File: src/rtl/cpu_clk_pkg.sv
// Shared encodings for the CPU clock-enable controller: operating modes and FSM states.
package cpu_clk_pkg;

  localparam logic [1:0] MODE_STOP = 2'b00;
  localparam logic [1:0] MODE_STEP = 2'b01;
  localparam logic [1:0] MODE_SLOW = 2'b10;
  localparam logic [1:0] MODE_FAST = 2'b11;

  typedef enum logic [1:0] {
    ST_IDLE = 2'b00,
    ST_RUN  = 2'b01,
    ST_HALT = 2'b10
  } state_t;

  // Slow and fast are the two free-running modes; both share the upper mode bit.
  function automatic logic is_run_mode(input logic [1:0] m);
    return m[1];
  endfunction

endpackage

File: src/rtl/edge_rise_det.sv
// One-bit rising-edge detector: remembers the previous sample and flags a 0->1 change.
module edge_rise_det (
  input  logic clk,
  input  logic reset,
  input  logic din,
  output logic rise
);

  logic prev;

  // NOTE: sequential state is written with <= so every flop samples pre-edge values.
  always_ff @(posedge clk) begin
    if (!reset) prev <= 1'b0;
    else        prev <= din;
  end

  assign rise = din & ~prev;

endmodule

File: src/rtl/cpu_clock_controller.sv
// Generates the CPU pipeline clock-enable (stop / step / slow / fast), honouring halt and resume.
// Optional breakpoint comparator is built when CPU_CLOCK_BREAKPOINT_EN is defined.
module cpu_clock_controller
  import cpu_clk_pkg::*;
#(
  parameter int DIV_SLOW = 25000000,
  parameter int CNT_W    = 32
`ifdef CPU_CLOCK_BREAKPOINT_EN
  , parameter int PC_W   = 32
`endif
) (
  input  logic             clk,
  input  logic             reset,
  input  logic [1:0]       mode,
  input  logic             step_btn,
  input  logic             resume,
  input  logic             halt,
  output logic             cpu_en,
  output logic             running,
  output logic             halted,
  output logic [CNT_W-1:0] tick_count,
  output logic [1:0]       state_dbg
`ifdef CPU_CLOCK_BREAKPOINT_EN
  , input  logic [PC_W-1:0] pc
  , input  logic [PC_W-1:0] bp_addr
  , input  logic            bp_valid
  , output logic            bp_hit
`endif
);

  localparam int DIV_W = (DIV_SLOW > 2) ? $clog2(DIV_SLOW) : 1;
  localparam logic [DIV_W-1:0] DIV_LAST = DIV_W'(DIV_SLOW - 1);

  state_t           state;
  logic [1:0]       mode_q;
  logic [DIV_W-1:0] div_cnt;
  logic             step_rise;
  logic             resume_rise;
  logic             bp_fire;
  logic             pulse;

  edge_rise_det u_step_det (
    .clk  (clk),
    .reset(reset),
    .din  (step_btn),
    .rise (step_rise)
  );

  edge_rise_det u_resume_det (
    .clk  (clk),
    .reset(reset),
    .din  (resume),
    .rise (resume_rise)
  );

`ifdef CPU_CLOCK_BREAKPOINT_EN
  logic            bp_skip;
  logic [PC_W-1:0] bp_skip_pc;

  // After a resume the halting pc is masked until the core moves off it.
  assign bp_fire = (state == ST_RUN) && bp_valid && (pc == bp_addr)
                   && !(bp_skip && (pc == bp_skip_pc));

  always_ff @(posedge clk) begin
    if (!reset) begin
      bp_hit     <= 1'b0;
      bp_skip    <= 1'b0;
      bp_skip_pc <= '0;
    end else if (bp_fire && !halt) begin
      bp_hit <= 1'b1;
    end else if ((state == ST_HALT) && resume_rise && !halt) begin
      bp_hit <= 1'b0;
      if (bp_hit) begin
        bp_skip    <= 1'b1;
        bp_skip_pc <= pc;
      end
    end else if (bp_skip && (pc != bp_skip_pc)) begin
      bp_skip <= 1'b0;
    end
  end
`else
  assign bp_fire = 1'b0;
`endif

  // A pulse needs a stable mode: a mode change in RUN swallows any pending wrap.
  // NOTE: every always_comb output gets a default first so no latch can be inferred.
  always_comb begin
    pulse = 1'b0;
    if (!halt) begin
      case (state)
        ST_IDLE: pulse = (mode == MODE_STEP) && step_rise;
        ST_RUN:  pulse = !bp_fire && (mode == mode_q)
                         && ((mode == MODE_FAST)
                             || ((mode == MODE_SLOW) && (div_cnt == DIV_LAST)));
        default: pulse = 1'b0;
      endcase
    end
  end

  always_ff @(posedge clk) begin
    if (!reset) begin
      state      <= ST_IDLE;
      mode_q     <= MODE_STOP;
      div_cnt    <= '0;
      cpu_en     <= 1'b0;
      tick_count <= '0;
      running    <= 1'b0;
      halted     <= 1'b0;
    end else begin
      mode_q  <= mode;
      cpu_en  <= pulse;
      div_cnt <= '0;
      if (pulse) tick_count <= tick_count + CNT_W'(1);

      case (state)
        ST_IDLE: begin
          if (halt) begin
            state  <= ST_HALT;
            halted <= 1'b1;
          end else if (is_run_mode(mode)) begin
            state   <= ST_RUN;
            running <= 1'b1;
          end
        end
        ST_RUN: begin
          if (halt || bp_fire) begin
            state   <= ST_HALT;
            running <= 1'b0;
            halted  <= 1'b1;
          end else if (!is_run_mode(mode)) begin
            state   <= ST_IDLE;
            running <= 1'b0;
          end else if ((mode == MODE_SLOW) && (mode == mode_q) && (div_cnt != DIV_LAST)) begin
            div_cnt <= div_cnt + DIV_W'(1);
          end
        end
        ST_HALT: begin
          if (resume_rise && !halt) begin
            state  <= ST_IDLE;
            halted <= 1'b0;
          end
        end
        default: begin
          state   <= ST_IDLE;
          running <= 1'b0;
          halted  <= 1'b0;
        end
      endcase
    end
  end

  assign state_dbg = state;

endmodule

File: config.mk
export PLATFORM = sky130hd
export DESIGN_NAME = cpu_clock_controller
export DESIGN_NICKNAME = d
export VERILOG_FILES = /design/src/rtl/cpu_clk_pkg.sv /design/src/rtl/edge_rise_det.sv /design/src/rtl/cpu_clock_controller.sv
export SDC_FILE = /design/constraint.sdc
export NUM_CORES = 1
export LEC_CHECK = 0
export CORE_MARGIN = 4
export CORE_UTILIZATION = 48
export CTS_BUF_LIST = sky130_fd_sc_hd__clkbuf_4 sky130_fd_sc_hd__clkbuf_8 sky130_fd_sc_hd__clkbuf_16
export DETAILED_ROUTE_END_ITERATION = 10
export GPL_TIMING_DRIVEN = 0
export PLACE_DENSITY_LB_ADDON = 0.15
export SLEW_MARGIN = 40
export SYNTH_ARGS = -nofsm -noshare
export SYNTH_HDL_FRONTEND = slang
export SYNTH_HIERARCHICAL = 1
export SYNTH_SLANG_ARGS = --single-unit
File: constraint.sdc
create_clock -name clk -period 2.4 [get_ports clk]
set_input_delay 0.6 -clock clk [delete_from_list [all_inputs] [get_ports clk]]
set_output_delay 0.6 -clock clk [all_outputs]
set_load 0.03 [all_outputs]
Yosys cells after proc, flatten, opt, wreduce, memory -nomap -nowiden --
Index checks and enable logic that the tools add are counted.
Word-level totals: bits in registers 66, input bits 7, output and inout port bits 37, word-level logic and storage cells 64
Cells by class: add/subtract/negate cells 2, equality and inequality tests 14, multiplexer cells 16, bitwise logic cells 9, reduce and logical (&&, ||, !) cells 14
Operators with widths (number):
- adder 32 x 1 -> 32 bit, second input constant | 1
- adder 25 x 1 -> 25 bit, second input constant | 1
- equality test 25 bit, second input constant | 1
- inequality test 25 bit, second input constant | 1
- two-way mux 2 bit | 5
- two-way mux 1 bit | 7
- NOT 1 bit | 7
- equality test 2 bit, second input constant | 3
- logical AND 1 bit | 6
- inequality test 2 bit, second input constant | 3
- inequality test 3 bit, second input constant | 2
- case mux 2 bit (3 select lines) | 1
- OR reduction 5 bit | 1
- equality test 2 x 1 -> 1 bit, second input constant | 2
- case mux 1 bit (2 select lines) | 2
- AND reduction 4 bit | 1
- case mux 1 bit (3 select lines) | 1
- AND reduction 3 bit | 1
- AND 1 bit | 2
- equality test 2 bit | 1
- zero test 2 bit | 1
- inequality test 2 x 1 -> 1 bit, second input constant | 1
- AND reduction 2 bit | 1
- OR reduction 2 bit | 1
- 2 further kinds | 2

Longest topological paths before layout --
Gate-level depths: netlist of the first run.
depth after elaboration 6, gate-level depth with buffers 8, depth with buffers taken out 7

Hierarchy --
Netlist of the first run, hierarchy kept.
Modules (own cells, without submodules):
- cpu_clock_controller | times used 1, cells an instance 336, area each 2902.8 um^2, seq. area each 1281.2 um^2
- edge_rise_det | times used 2, cells an instance 3, area each 40.0 um^2, seq. area each 20.0 um^2

Least setup slack after synthesis of the first run --
OpenSTA, ideal clock, no wires.
path kind reg2reg, start register div_cnt[0], end register tick_count[29], library setup time 0.071 ns, data arrival time 2.256 ns, data required time 2.329 ns, setup slack 0.073 ns, stages on the path, launching flop included 9, buffers on the path 1, period minus slack after synthesis 2.327 ns, cell sequence dfxtp_1 ha_1 nand4_1 or2_1 nor4_4 o2111ai_2 buf_2 or3_1 a21oi_1
Between the ends: longest elaborated chain between the ends 6
RTL lines:
- start: declaration | RTL line cpu_clock_controller.sv:36 | logic [DIV_W-1:0] div_cnt;
- start signal: assignment | RTL line cpu_clock_controller.sv:134 | div_cnt <= div_cnt + DIV_W'(1);
- equality test 25 bit | RTL line cpu_clock_controller.sv:94 | || ((mode == MODE_SLOW) && (div_cnt == DIV_LAST)));
- logical AND 1 bit | RTL line cpu_clock_controller.sv:94
- logical OR 1 bit | RTL line cpu_clock_controller.sv:94
- logical AND 1 bit | RTL line cpu_clock_controller.sv:93 | && ((mode == MODE_FAST)
- case mux 1 bit (2 select lines) | RTL line cpu_clock_controller.sv:90 | case (state)
- two-way mux 1 bit | RTL line cpu_clock_controller.sv:89 | if (!halt) begin
- end signal: assignment | RTL line cpu_clock_controller.sv:113 | if (pulse) tick_count <= tick_count + CNT_W'(1);
- end: declaration | RTL line cpu_clock_controller.sv:21 | output logic [CNT_W-1:0] tick_count,
Every way passes these cells. A chain may end at the register's enable or synchronous reset.

Worst setup path after layout of the first run --
start register div_cnt[13], end register tick_count[29]
Same word-level chain as after synthesis.

==> reports/results.md, run 1 <==
- 2 — crit path buf inv count
- 86.8 microns — die height
- 70 ps — post-CTS clock slew at the launch and capture registers of the worst setup and hold paths
- 96.9% — final period utilization
- 5.01 ps — Clock Skews
- 5.42 — detail-routed via count per cell
- 10700 microns — first-pass GRT wire length
- 3.6% — combinational cell fraction of total power
- 6560 microns — detailed-route wire length
- 0 — final hold violations
- 2980 sq um — netlist area before placement
- 342 — synthesized instance count
- 30.4% — layout overhead on the synthesized area
- 1.66 mW — Cell Int Power
- 0 — count of maximum capacitance violations
- 510 — count of filler cells inserted in the layout
- 44.3% — Seq/Total Area, Yosys
- 8 — number of cells on the critical path
- 49.8% — Starting Density
- 0 — global route overflow
- 0 — number of failing setup endpoints in the final timing report
- 12.1% — Synth Area in Compound Gates
- tick_count[29] — worst reg2reg path endpoint
- 0.671% — multiplexer area fraction after synthesis
- yes — unrepaired setup endpoints after global routing
- 0 — fin. max-slew vios
- sky130_fd_sc_hd__dfxtp_1 — most common cell in the synthesized netlist
- 0.839% — fraction of the mapped netlist area in adder cells
- 8 — logic depth of the worst register-to-register path
- 1330 sq um — sequential cell area in the final layout
- 0 — initial antenna violation count
- 3890 sq um — final std cell area, no fill
- 1.30 nW — Leakage
- 86.8 microns — Die W
- 6 — worst-path maximum fanout
- 11.2% — Post-Synth XOR/XNOR Area
- 44.3% — share of Yosys cell area claimed by the top area cell type
- 0% — fraction of registers with async set or reset after synthesis
- finished, final reports clean — outcome
- flop — Critical Path End Type
- 7540 sq um — area of the die
- 9 — cts bufs inserted
- 11 — pin count of the biggest net entering global routing
- 6 — count of synthesis-stage warnings from yosys
- 0 — number of nets with antenna violations after routing
- 4 — first-pass iteration count of the detailed router
- 436 ps — final worst hold slack
- div_cnt[13] — Reg2Reg Launch Point
- 43 — port bufs
- sky130_fd_sc_hd__clkbuf_8 — Root Buffer
- 66 — total of flip-flops plus latches after synthesis
- 340 ps — latest clock arrival within the worst-skew pair
- 2.10 mW — Power Total
- sky130_fd_sc_hd__dfxtp_1, sky130_fd_sc_hd__nor2_1, sky130_fd_sc_hd__xor2_1, sky130_fd_sc_hd__nand2_1, sky130_fd_sc_hd__a21oi_1 — synth cell count leaders
- 14.2% — share of post-route cells with drive strength above 1
- 444 uW — Switch Pwr
- 0 — antenna diode count
- 413 — Final #Nets
- flop to flop — worst min path class
- 126 — initial detailed-routing violation count
- 18.1% — Global Route Usage Sum
- 64.9% — final cell utilization of the core
- 1690 sq um — area of combinational cells with multiple inputs
- flop — CP startpoint kind
- 28 — standard-cell rows
- div_cnt[0] — Endpoint, Worst Hold
- div_cnt[0] — Min-Delay Startpoint
- flop to flop — kind of critical path
- built — TritonCTS clock tree
- 5990 sq um — core region area
- 540 nW/um^2 — power per unit of standard cell area
- 2408 — via count of the first global-routing pass
- div_cnt[13] — beginning of the critical path
- 0.525 mV — Max IR drop VDD
- 13.6 microns — post-detailed-route wirelength per cell
- 2 — maximum count of clock buffers along a single path
- 0 — remaining routing DRC violations
- 21.1% — switching portion of total power
- 2330 ps — minimum clock period after layout
- 3510 sq um — placement-stage cell area
- 1 — Worst Hold Path Cells
- sky130_fd_sc_hd__dfxtp_1 — post-synthesis cell type with the largest combined area
- 66 — Sinks on Clock Net
- 3 — H-tree depth
- 44 — top-level I/O count
- 43.4% — Clock power frac
- 0.816 — routability congestion estimate
- 0 — Post-synth EDFFs
- simple AND/OR/NAND/NOR gates — kind of cell adding the most delay to the critical path
- sky130_fd_sc_hd__dfxtp_1 — primary flip-flop cell chosen by synthesis mapping
- 470 ps — Slowest Stage Delay on Critical Path
- 28.1% — simple-gate share of the synthesized area
- 62.5% — tightest slew margin relative to the limit
- 430 MHz — achievable clock frequency
- 2617 — via count of the routed design
- and2_4, or4b_4, nor4_4, buf_4, o2111ai_4, buf_6, or3_1, a21oi_1 — critical path cell sequence
- 2600 ps — data arrival at the endpoint of the critical path
- 44 — Distinct cells, synth
- sky130_fd_sc_hd__or4b_4 — slowest cell on the critical path
- 4590 microns — HPWL reported at the end of detailed placement
- simple AND/OR/NAND/NOR gates — main combinational cell family by area after synthesis
- 70 ps — minimum setup slack among reg-to-reg paths
- 351 — net count after synthesis
- 53.0% — Sequential Power Share
- 2670 ps — critical path required time
- 8.72 sq um — Synth Area per Inst
- 0 — number of buffers inserted for hold repair after clock tree synthesis
- 558 ps — slew of the pin with the lowest slew margin
- sky130_fd_sc_hd__dfxtp_1, sky130_fd_sc_hd__xor2_1, sky130_fd_sc_hd__nor2_1, sky130_fd_sc_hd__a21oi_1, sky130_fd_sc_hd__or3_1 — top cells by area, synth
[layout by cell type, fill, tap and decap left out, types with 6 or more instances in the layout]
cell	count
sky130_fd_sc_hd__o21ai_0	16
sky130_fd_sc_hd__xor2_1	29
sky130_fd_sc_hd__nand3_1	14
sky130_fd_sc_hd__nor2_1	52
sky130_fd_sc_hd__or3_1	12
sky130_fd_sc_hd__buf_4	8
sky130_fd_sc_hd__dfxtp_2	6
sky130_fd_sc_hd__clkdlybuf4s50_1	40
sky130_fd_sc_hd__and2_1	6
sky130_fd_sc_hd__nand4_1	10
sky130_fd_sc_hd__a21oi_1	16
sky130_fd_sc_hd__nand2_1	20
sky130_fd_sc_hd__dfxtp_1	60
sky130_fd_sc_hd__xnor2_1	8
sky130_fd_sc_hd__o2111ai_1	8
sky130_fd_sc_hd__inv_1	10
sky130_fd_sc_hd__clkbuf_8	10
sky130_fd_sc_hd__clkbuf_1	6
[metrics by stage]
step / setup WS [ps] / std cells / setup TNS (ps)
final: 73.8 / 483 / 0
after global placement: -915 / 460 / -27950
after global routing: -10.1 / 483 / -45.2
after detailed placement: -896 / 460 / -27560
after floorplan: 72.8 / 342 / 0
after CTS: 1.66 / 479 / 0
[per-layer routing]
layer / vias up / wire, microns / track usage, %
li1: 1334 / - / -
met1: 1233 / 3190 / 23.4
met2: 41 / 3000 / 27.8
met3: 9 / 285 / 5.99
met4: 0 / 85 / 6.94
met5: - / 0 / 0
[what timing repair did]
item,4_1_cts,5_1_grt
setup endpoints to repair,32,47
gates resized for setup,13,21
pin swaps,6,7
cloned,0,1
setup buffers,4,4
[state kept, by name, summed over array words and instances (netlist names)]
| signal | count |
|---|---|
| state_dbg | 2 |
| running | 1 |
| cpu_en | 1 |
| u_step_det/prev | 1 |
| mode_q | 2 |
| tick_count | 32 |
| halted | 1 |
| u_resume_det/prev | 1 |
| div_cnt | 25 |
[cell families after synthesis]
| group | Yosys count |
|---|---|
| AND/OR/NAND/NOR | 155 |
| AO/OA/AOI/OAI | 57 |
| adder cells (fa/ha/maj) | 2 |
| flip-flops | 66 |
| multiplexers | 2 |
| buffers and inverters | 22 |
| XOR/XNOR | 38 |
[worst max-delay path by stage]
stage	to	slack, ps
4_1_cts	tick_count[5]	2
3_3_place_gp	tick_count[29]	-910
3_5_place_dp	tick_count[29]	-900
5_1_grt	tick_count[30]	-10
2_1_floorplan	tick_count[29]	70
6_report	tick_count[29]	70
[cell type report]
cell class / count / share of cell area (%)
clock buffers: 12 / 3.92
repair buffers: 52 / 12.7
plain buffers: 10 / 1.22
well taps: 75 / 2.41
multi-input cells: 254 / 43.5
inverters: 11 / 1.06
clock inverters: 3 / 1.03
flip-flops and latches: 66 / 34.2
[power by group through the flow]
stage	clock (mW)	combinational (mW)	sequential [mW]
3_5_place_dp	0	0.0729	1.14
5_1_grt	0.992	0.0832	1.11
3_3_place_gp	0	0.0719	1.14
4_1_cts	0.939	0.0748	1.11
2_1_floorplan	0	0.0300	1.15
6_report	0.913	0.0759	1.11
(Power assumes the default switching activity.)
==> inputs of run 2 (changes only) <==
--- a/config.mk
+++ b/config.mk
@@ -5,6 +5,7 @@
 export SDC_FILE = /design/constraint.sdc
 export NUM_CORES = 1
 export LEC_CHECK = 0
+export CORE_ASPECT_RATIO = 1.4
 export CORE_MARGIN = 4
 export CORE_UTILIZATION = 48
 export CTS_BUF_LIST = sky130_fd_sc_hd__clkbuf_4 sky130_fd_sc_hd__clkbuf_8 sky130_fd_sc_hd__clkbuf_16
==> run 2 against run 1 <==
Effect of this change:
- maximum frequency decreased by 0.24%
- global-route usage increased by 1.0 points
- routed wire length up 5.2%
- highest routed layer unchanged
- combinational power is 0.7% higher
- largest cell class unchanged
==> reports/results.md, run 2 (same netlist as run 1, synthesis figures left out) <==
- sky130_fd_sc_hd__dfxtp_1 — commonest non-fill, non-tap cell in the layout
- 0 — antenna diode count, unchanged
- 66.8% — final cell utilization of the core, +1.8 points
- 43 — port bufs, unchanged
- tick_count: 32 flops, div_cnt: 25 flops — Largest regs
- 3970 sq um — final std cell area, no fill, +2.0%
- 2681 — via count of the routed design, +2.4%
- 33 — standard-cell rows, +18%
- 62.7% — tightest slew margin relative to the limit, +0.23 points
- yes — unrepaired setup endpoints after global routing
- 340 ps — latest clock arrival within the worst-skew pair, about the same
- sky130_fd_sc_hd__dfxtp_1, sky130_fd_sc_hd__nor2_1, sky130_fd_sc_hd__clkdlybuf4s50_1 — highest-count cells in the layout ignoring fill and taps
- 130 — initial detailed-routing violation count, +3.2%
- 50.2% — Starting Density, +0.38 points
- 3500 sq um — placement-stage cell area, -0.18%
- 541 nW/um^2 — power per unit of standard cell area, +0.12%
- built — TritonCTS clock tree
- 9.18 ps — Clock Skews, +4.16 ps
- tick_count — top register by number of flip-flops
- 0 — global route overflow, unchanged
- 16.2% — share of post-route cells with drive strength above 1, +2.0 points
- 1.32 nW — Leakage, +1.3%
- 2610 ps — data arrival at the endpoint of the critical path, about the same
- 4880 microns — HPWL reported at the end of detailed placement, +6.2%
- 429 MHz — achievable clock frequency, -0.24%
- sky130_fd_sc_hd__buf_4 — cell repeated most along the worst path
- 0 — fin. max-slew vios, unchanged
- 8 — logic depth of the worst register-to-register path, unchanged
- flop to flop — worst min path class
- 457 ps — final worst hold slack, +21.1 ps
- 0 — number of failing setup endpoints in the final timing report, unchanged
- flop to flop — kind of critical path
- 4 — first-pass iteration count of the detailed router, unchanged
- nand2_2, or4b_4, nor4_4, buf_4, buf_4, nor2_2, or4_4, a21oi_2 — critical path cell sequence
- 66 — Sinks on Clock Net, unchanged
- 0 — remaining routing DRC violations, unchanged
- 0 — number of nets with antenna violations after routing, unchanged
- 3 — H-tree depth, unchanged
- 0 — initial antenna violation count, unchanged
- 33.1% — layout overhead on the synthesized area
- 417 — Final #Nets, +0.97%
- 9 — cts bufs inserted, unchanged
- 7560 sq um — area of the die, +0.24%
- 5 — worst-path maximum fanout, -1
- 101 microns — die height, +17%
- 556 ps — slew of the pin with the lowest slew margin, -2.18 ps
- 1 — Worst Hold Path Cells, unchanged
- 74.6 microns — Die W, -14%
- 19.1% — Global Route Usage Sum, +1.0 points
- flop — CP startpoint kind
- 0.867 — routability congestion estimate, +6.2%
- 2330 ps — minimum clock period after layout, +5.68 ps
- 0.353 mV — Max IR drop VDD, -33%
- 44 — top-level I/O count, unchanged
- 5950 sq um — core region area, -0.75%
- 11300 microns — first-pass GRT wire length, +5.1%
- 12 — pin count of the biggest net entering global routing, +1
- 0 — final hold violations, unchanged
- 0 ps — Total Negative Setup Slacks, unchanged
- 550 ps — Slowest Stage Delay on Critical Path, +80 ps
- 2544 — via count of the first global-routing pass, +5.6%
- flop — Critical Path End Type
- 2.15 mW — Power Total, +2.1%
- 97.2% — final period utilization, +0.24 points
- 2 — maximum count of clock buffers along a single path, unchanged
- 70 ps — post-CTS clock slew at the launch and capture registers of the worst setup and hold paths, about the same
- 14.3 microns — post-detailed-route wirelength per cell, +5.2%
- 2680 ps — critical path required time, about the same
- sky130_fd_sc_hd__or4b_4 — slowest cell on the critical path
- 0 — number of buffers inserted for hold repair after clock tree synthesis, unchanged
- 6910 microns — detailed-route wire length, +5.2%
- sky130_fd_sc_hd__clkbuf_8 — Root Buffer
- 0 — count of maximum capacitance violations, unchanged
- finished, final reports clean — outcome
- 32 — max reg flops, unchanged
- 5.55 — detail-routed via count per cell, +2.4%
==> run 2: metal layers <==
| layer | wire length, microns | share of wire, % | track usage (%) |
|---|---|---|---|
| met4 | 242 | 3.5 | 11.9 |
| met2 | 3590 | 52 | 32.6 |
| met1 | 2820 | 41 | 21.4 |
| met5 | 0 | 0 | 0 |
| met3 | 252 | 3.6 | 3.67 |
==> run 2: final timing paths <==
check / slack, ps / endpoint / startpoint
setup / recovery: 70 / tick_count[5] / div_cnt[11]
hold / removal: 460 / div_cnt[0] / div_cnt[0]
setup reg to reg: 70 / tick_count[5] / div_cnt[11]
hold reg to reg: 460 / div_cnt[0] / div_cnt[0]
==> run 2: worst max-delay path, delay by kind of cell, from the launching register on <==
kind,cells,cell delay (ps)
simple gates,5,1450
buf+inv,2,310
flops,1,370
compound gates,1,140
==> run 2: through the flow <==
step / worst slack (ps) / instances
final: 68.1 / 483
after CTS: 1.17 / 476
after global placement: -784 / 455
after floorplan: 72.8 / 342
after detailed placement: -813 / 455
after global routing: -34.4 / 483
==> run 2: area by class of cell <==
class,count,area [sq um]
repair buffers,56,529
multi-input cells,254,1720
flip-flops and latches,66,1330
clock inverters,4,50.0
plain buffers,10,46.3
fillers,522,1980
clock buffers,12,159
inverters,11,45.0
well taps,70,87.6
==> run 2: timing repair <==
action / 4_1_cts / 5_1_grt
gates cloned: 0 / 1
gates resized for setup: 16 / 26
pin swaps: 5 / 8
endpoints found under the setup margin: 48 / 45
buffers inserted: 5 / 7
==> run 2: power by group <==
| group | switching [mW] | leakage [nW] | total, mW | internal (mW) |
|---|---|---|---|---|
| Combinational | 0.0442 | 0.679 | 0.0764 | 0.0322 |
| Sequential | 0.00860 | 0.537 | 1.11 | 1.10 |
| Clock | 0.415 | 0.102 | 0.961 | 0.546 |
==> edit (config.mk and constraints of run 1) <==
Remove the register `cpu_en`: a continuous assignment takes its place, so the output `cpu_en` follows one clock earlier.
--- a/src/rtl/cpu_clock_controller.sv
+++ b/src/rtl/cpu_clock_controller.sv
@@ -103,5 +103,4 @@
       mode_q     <= MODE_STOP;
       div_cnt    <= '0;
-      cpu_en     <= 1'b0;
       tick_count <= '0;
       running    <= 1'b0;
@@ -109,5 +108,4 @@
     end else begin
       mode_q  <= mode;
-      cpu_en  <= pulse;
       div_cnt <= '0;
       if (pulse) tick_count <= tick_count + CNT_W'(1);
@@ -150,4 +148,6 @@
   end
 
+  assign cpu_en = pulse;
+
   assign state_dbg = state;
 
Function: changed (a bounded check fails within 4 cycles, from zero or initial values and one cycle with reset low).
==> edit against run 1 <==
  * The run now ends with setup timing left
  * Total power is 3.8% higher
  * Combinational power is 74% higher
  * Design area is 9.3% higher
  * Hold slack better by 0.065 ns
  * Sequential share of layout area is 3.5 points lower
  * Setup slack worse by 0.43 ns
  * Sequential cell count is 1 lower
  * Global-route usage is 3.7 points higher
  * Wire length is 27% higher
  * Area after synthesis is 5.7% higher
  * Via count is 17% higher
  * Critical path type is now reg -> out
==> edit: results (changes against run 1) <==
status: "complete, but fails checks"
violations: "setup timing"
gp_congestion: 0.811  # -0.58%
grt_pass1_wl_um: 13600  # +27%
setup_ws_ns: -0.358  # -0.432 ns
dp.final_hpwl_um: 5470  # +19%
multi_input_gates: 275  # +8.3%
fill_cells: 513  # +0.59%
nNonClkBuffers: 78  # +26%
viasPerCell: 5.92  # +9.3%
route.met2.wl_um: 3720  # +24%
wl_um: 8340  # +27%
ir_drop_mv: 0.331  # -37%
post_cts_resized: 27  # +14
wl_per_cell_um: 16.2  # +19%
synth_commonest_cells: "dfxtp_1, nor2_1, a21oi_1"
avgSynthCellArea_um2: 8.56  # -1.8%
first_global_vias: 2888  # +20%
post-place-ws_ns: -1.45  # -0.553 ns
cpMaxStageDelayCell: "or4_4"
tapCellCount: 77  # +2.7%
setup_viol: 28  # +28
met1_usage_pct: 30.6  # +7.2 points
synth_xor_area_share_pct: 6.67  # -4.5 points
buffer_area_share_pct: 17.0  # +3.0 points
crit_fanout: 2  # -4
num-nonclk-inverters: 6  # -5
met1Wirelength_um: 3930  # +23%
skew_ns: 0.00584  # +0.000826 ns
==> edit: cell count changes after synthesis, moves of 8 or more <==
cell	change
o2111ai_1	-9
a21oi_1	+13
nor3_1	+8
o21ai_0	-15
xor2_1	-17
or4_1	+24
o31ai_1	+23
nand4_1	+12
clkbuf_1	+8
nor2_1	-17
or3_1	-12
==> edit: worst max-delay path: cells and delay by family (launching register included) <==
family,cells,cell delay [ns]
and+or+nand+nor,3,0.90
buffers and inverters,3,0.44
DFF,1,0.32
AOI/OAI and AO/OA,1,0.15
==> edit: power by group <==
part	leakage [nW]	total, mW	internal (mW)	switching, mW
Combinational	0.714	0.132	0.0573	0.0744
Clock	0.106	0.957	0.539	0.418
Sequential	0.527	1.09	1.09	0.00766
==> edit: worst min-delay path by stage <==
stage,depth (start not counted),to
finish,1,div_cnt[0]
global route,2,u_step_det/prev
CTS,2,tick_count[31]
detailed placement,2,tick_count[31]
global placement,1,div_cnt[0]
floorplan,1,div_cnt[0]
